[src/rtl/rv_regfile_mp.sv]
// rv_regfile_mp: multi-port RV32I/RV32E integer register file.
// It sits between decode (read ports) and execute (write port).
// - Read latency is one cycle, with optional same-cycle write-to-read bypass.
// - A stall holds the read outputs, and a write to a held address refreshes that output.
// - After reset, a scrub FSM zeroes the array. busy_o is high while it runs.
// - illegal_o pulses for one cycle when an access uses an address >= NREGS.
// Ports:
//   clk_i, rst_i        clock and asynchronous active-high reset
//   raddr_i  [NRD*5]    read addresses, 5 bits per port
//   rdata_o  [NRD*XLEN] registered read data, XLEN bits per port
//   we_i, waddr_i, wdata_i   write port
//   wait_i              stall; holds read outputs
//   busy_o              scrub in progress
//   illegal_o           out-of-range access pulse
module rv_regfile_mp #(
    parameter int unsigned XLEN   = 32,
    parameter int unsigned NREGS  = 32,
    parameter int unsigned NRD    = 2,
    parameter bit          BYPASS = 1'b1
) (
    input  logic                  clk_i,
    input  logic                  rst_i,
    input  logic [NRD*5-1:0]      raddr_i,
    output logic [NRD*XLEN-1:0]   rdata_o,
    input  logic                  we_i,
    input  logic [4:0]            waddr_i,
    input  logic [XLEN-1:0]       wdata_i,
    input  logic                  wait_i,
    output logic                  busy_o,
    output logic                  illegal_o
);

    localparam int unsigned AW = $clog2(NREGS);
    localparam int unsigned RW = 5;

    typedef enum logic {SCRUB, RUN} state_t;

    logic [XLEN-1:0]     mem_q [NREGS];
    state_t              state_q, state_d;
    logic [AW-1:0]       cnt_q, cnt_d;
    logic                busy_q, busy_d;
    logic                illegal_q, illegal_d;
    logic [NRD*XLEN-1:0] rdata_q, rdata_d;
    logic [NRD*RW-1:0]   raddr_q, raddr_d;
    logic                mem_we;
    logic [AW-1:0]       mem_wa;
    logic [XLEN-1:0]     mem_wd;
    logic                wr_legal;

    // True when a 5-bit address names an implemented register.
    function automatic logic in_range(input logic [RW-1:0] a);
        return {1'b0, a} < 6'(NREGS);
    endfunction

    // x0 is never written. Out-of-range writes are dropped.
    assign wr_legal = we_i && (waddr_i != '0) && in_range(waddr_i);

    // Compute the next state, the read data and the array write strobe.
    always_comb begin
        state_d   = state_q;
        cnt_d     = cnt_q;
        busy_d    = busy_q;
        illegal_d = 1'b0;
        rdata_d   = rdata_q;
        raddr_d   = raddr_q;
        mem_we    = 1'b0;
        mem_wa    = cnt_q;
        mem_wd    = '0;

        case (state_q)
            SCRUB: begin
                mem_we  = 1'b1;
                mem_wa  = cnt_q;
                mem_wd  = '0;
                cnt_d   = cnt_q + AW'(1);
                rdata_d = '0;
                if (cnt_q == AW'(NREGS - 1)) begin
                    state_d = RUN;
                    busy_d  = 1'b0;
                end
            end
            RUN: begin
                mem_we    = wr_legal;
                mem_wa    = AW'(waddr_i);
                mem_wd    = wdata_i;
                illegal_d = we_i && !in_range(waddr_i);
                for (int unsigned p = 0; p < NRD; p++) begin
                    if (!wait_i) begin
                        raddr_d[RW*p +: RW] = raddr_i[RW*p +: RW];
                        if (!in_range(raddr_i[RW*p +: RW])) begin
                            illegal_d = 1'b1;
                        end
                        if ((raddr_i[RW*p +: RW] == '0) || !in_range(raddr_i[RW*p +: RW])) begin
                            rdata_d[XLEN*p +: XLEN] = '0;
                        end else if (BYPASS && wr_legal && (waddr_i == raddr_i[RW*p +: RW])) begin
                            rdata_d[XLEN*p +: XLEN] = wdata_i;
                        end else begin
                            rdata_d[XLEN*p +: XLEN] = mem_q[AW'(raddr_i[RW*p +: RW])];
                        end
                    end else if (wr_legal && (waddr_i == raddr_q[RW*p +: RW])) begin
                        // A held output tracks writes to its captured address, so it never goes stale.
                        rdata_d[XLEN*p +: XLEN] = wdata_i;
                    end
                end
            end
            default: begin
                state_d = SCRUB;
            end
        endcase
    end

    // Control and output registers.
    always_ff @(posedge clk_i or posedge rst_i) begin
        if (rst_i) begin
            state_q   <= SCRUB;
            cnt_q     <= '0;
            busy_q    <= 1'b1;
            illegal_q <= 1'b0;
            rdata_q   <= '0;
            raddr_q   <= '0;
        end else begin
            state_q   <= state_d;
            cnt_q     <= cnt_d;
            busy_q    <= busy_d;
            illegal_q <= illegal_d;
            rdata_q   <= rdata_d;
            raddr_q   <= raddr_d;
        end
    end

    // The register array has no reset. Zeroing is done only by the scrub FSM.
    always_ff @(posedge clk_i) begin
        if (mem_we) begin
            mem_q[mem_wa] <= mem_wd;
        end
    end

    assign rdata_o   = rdata_q;
    assign busy_o    = busy_q;
    assign illegal_o = illegal_q;

endmodule

[config.mk]
export PLATFORM = sky130hd
export DESIGN_NAME = rv_regfile_mp
export DESIGN_NICKNAME = d
export VERILOG_FILES = /design/src/rtl/rv_regfile_mp.sv
export SDC_FILE = /design/constraint.sdc
export NUM_CORES = 1
export LEC_CHECK = 0
export ABC_AREA = 1
export CAP_MARGIN = 20
export CORE_ASPECT_RATIO = 1.2
export CORE_MARGIN = 8
export CORE_UTILIZATION = 50
export CTS_CLUSTER_SIZE = 30
export DETAILED_ROUTE_END_ITERATION = 8
export PLACE_DENSITY = 0.68
export SYNTH_ARGS = -nofsm -noshare
export SYNTH_HDL_FRONTEND = slang
export SYNTH_SLANG_ARGS = --single-unit
[constraint.sdc]
create_clock -name clk_i -period 7.6 [get_ports clk_i]
set_input_delay 1.52 -clock clk_i [delete_from_list [all_inputs] [get_ports clk_i]]
set_output_delay 1.52 -clock clk_i [all_outputs]
set_load 0.03 [all_outputs]
==> results.toml <==
[run_status]
status = "completed"

[cts]
cts_root_buf = "clkbuf_16"
ctsResizeCount = 0
clk_latency_ns = 0.77
postCtsHoldBufs = 0
htreeDepth = 3
cts_made_buffers = 114
clock_path_buffers = 3
clock-sinks = 1105
clk_pin_slew_ns = 0.06
cts_tree = "built"
cts_setup_buffers = 0

[floorplanning]
dieArea_mm2 = 0.126
rows = 136
die_h_um = 388
die_x_um = 326
core_area_mm2 = 0.115
io_pins = 117
start_util_pct = 50.3

[logic_synthesis]
synth_xor_area_share_pct = 0.243
synth_top_family_by_area = "simple AND/OR/NAND/NOR gates"
postSynthAreaPerCell_um2 = 8.73
synth-simple-area-share_pct = 24.7
yosys_warnings = 0
syn_inst = 6601
netlist-cell-type-count = 36
synth.cell_area_mm2 = 0.0576
synth-compound-area-share_pct = 10.1
synth_nets = 6654
synthMuxAreaShare_pct = 0.0195
synth_adder_area_share_pct = 0.0434
ys_ff_latch = 1105
seq_area_frac_synth_pct = 56.9

[drt]
firstDrtPassIters = 7
wire_per_inst_um = 26.6
drt_iter0_markers = 7393
wl_met2_um = 95400
top_layer = "met5"
routed-wl-met3_um = 26200
vias = 50200
route.detailed.drc = 0
drt-total-wl_um = 215000
vias_per_cell = 6.21
antenna_left = 0
wl_met1_um = 74200

[layout]
synthToLayoutAreaGrowth_pct = 10.7
regArea_mm2 = 0.0328
final_cell_area_mm2 = 0.0638
fill_cells = 9922
drive_gt1_share_pct = 5.74
layout_commonest_cell = "nand2_1"
multiInputGateArea_mm2 = 0.0205
final_nets = 6521
mostFrequentLayoutCells = "nand2_1 (2204), edfxtp_1 (1024), nand3_1 (900), inv_1 (589), o211ai_1 (410)"

[timing]
finalCritPeriodShare_pct = 60.7
post-route-min-period_ns = 4.61
max_freq_mhz = 217
finalSetupTns_ns = 0
fin_skew_ns = 0.0334
hold_viol_final = 0
maxSlewHeadroom_pct = 20.7
slew_viol_final = 0
rsz0062_at_grt = "false"
tightest_slew_ns = 1.19
setup_viol = 0

[critical_path]
critPathMaxFanout = 19
critPathKind = "primary input to flop"
cp-end-kind = "flop"
crit_path_start_kind = "primary input"
crit_required_ns = 8.01
r2r-end = "mem_q[5][26]$_DFFE_PP_"
worstPathArrival_ns = 5.02
r2r-start = "state_q$_DFF_PP0_"
r2r_slack_ns = 3.07
reg2regPathDepth = 6

[placed_design]
place_area_mm2 = 0.0595
numPortBuffers = 115
hpwl_um = 123000
gp_congestion = 0.927

[grt]
grt_max_degree = 226
grt_pass1_vias = 47400
grt_usage_pct = 32.8
grt_pass1_wl_um = 311000
antenna_found_initial = 7
overflow = 0

[flow_run]
drv_cap = 0

[pwr]
finalPower_mw = 14.5
power_density_mw_per_mm2 = 228
ir_drop_mv = 0.192
power.leakage_nw = 25.6

[hold_path]
hp-class = "flop to flop"
hold_start = "rdata_o[55]$_DFFE_PP0P_"
hold_path_depth = 2
hold_end = "rdata_o[55]$_DFFE_PP0P_"
==> stage by stage <==
step           utilization (%)  hold WS, ns  cells  worst slack, ns
3_3_place_gp              52.0        0.462   7863             2.41
2_1_floorplan                -        0.472   6601             3.58
6_report                  55.7        0.479   8089             2.99
5_1_grt                   55.7        0.495   8089             3.02
4_1_cts                   55.5        0.482   8079             3.16
3_5_place_dp              52.0        0.465   7863             2.39
==> state kept, by name, summed over array words and instances, names as in the netlist <==
name / flops
mem_q: 1024
state_q: 1
rdata_o: 64
raddr_q: 10
cnt_q: 5
busy_o: 1
==> routing by layer <==
metal | vias up | track usage [%]
li1 | 22000 | -
met1 | 23700 | 40.7
met2 | 3674 | 50.3
met3 | 889 | 6.81
met4 | 2 | 25.1
met5 | - | 0
==> synthesized netlist by cell type <==
master,instances,share of area [%]
a21boi_0,1,0.013
buf_2,269,2.3
clkinv_1,2,0.013
inv_2,9,0.059
nor2_4,1,0.020
nand4_1,4,0.043
xnor2_1,4,0.061
nor2_2,4,0.043
o21ai_1,8,0.070
buf_1,38,0.25
and3_1,10,0.11
ha_1,2,0.043
clkbuf_1,133,0.87
nand3_1,901,7.8
conb_1,1,0.0065
edfxtp_1,1024,53
nor2_1,335,2.2
buf_4,18,0.23
nand2_1,2204,14
buf_6,18,0.35
dfstp_2,1,0.046
o211ai_1,410,5.3
xor2_1,12,0.18
or2_0,7,0.076
nor3_1,2,0.017
dfrtp_1,80,3.5
a21oi_1,234,2.0
nand2_2,2,0.022
o21ai_0,254,2.2
a41oi_4,2,0.096
inv_1,592,3.9
mux2_2,1,0.020
or2_2,1,0.011
nor3_2,1,0.017
or2_1,1,0.011
o211ai_2,15,0.33
==> kinds of logic (layout without fill, tap and decap cells) <==
family	Yosys count	after routing
AO/OA/AOI/OAI	924	924
AND/OR/NAND/NOR	3473	3473
flip-flops	1105	1105
buffers and inverters	1079	1046
multiplexers	1	1
other	1	4
adder cells (fa/ha/maj)	2	2
XOR/XNOR	16	16
==> worst max-delay path, stage by stage <==
cell and delay (ns):
clkdlybuf4s50_1 0.79, nor2_1 0.12, nand4_1 0.11, nand2_2 0.09, nand2_1 0.14, nand3_1 0.58, nor2_4 1.13, buf_4 0.51
==> layout make-up <==
cell class / count / area share (%)
clock buffers: 140 / 4.85
clock inverters: 76 / 1.45
inverters: 603 / 3.60
diodes: 3 / 0.0118
multi-input cells: 4417 / 32.2
flip-flops and latches: 1105 / 51.4
well taps: 1518 / 2.98
repair buffers: 227 / 3.53
==> worst max path at each step <==
stage / slack (ns) / cells after the start / startpoint / endpoint
final: 2.99 / 8 / waddr_i[0] / mem_q[5][26]$_DFFE_PP_
after global routing: 3.02 / 8 / waddr_i[0] / mem_q[5][26]$_DFFE_PP_
after CTS: 3.16 / 8 / waddr_i[0] / mem_q[5][20]$_DFFE_PP_
after detailed placement: 2.39 / 8 / waddr_i[0] / mem_q[5][23]$_DFFE_PP_
after global placement: 2.41 / 8 / waddr_i[0] / mem_q[30][8]$_DFFE_PP_
after floorplan: 3.58 / 8 / waddr_i[3] / mem_q[0][0]$_DFFE_PP_
==> power by group <==
part | switching [mW] | leakage (nW) | internal, mW
sequential | 0.0761 | 10.2 | 6.71
clock | 2.53 | 1.96 | 3.52
combinational | 1.26 | 13.4 | 0.451
total | 3.87 | 25.6 | 10.7
No activity file was read; power rests on OpenSTA's default activity.
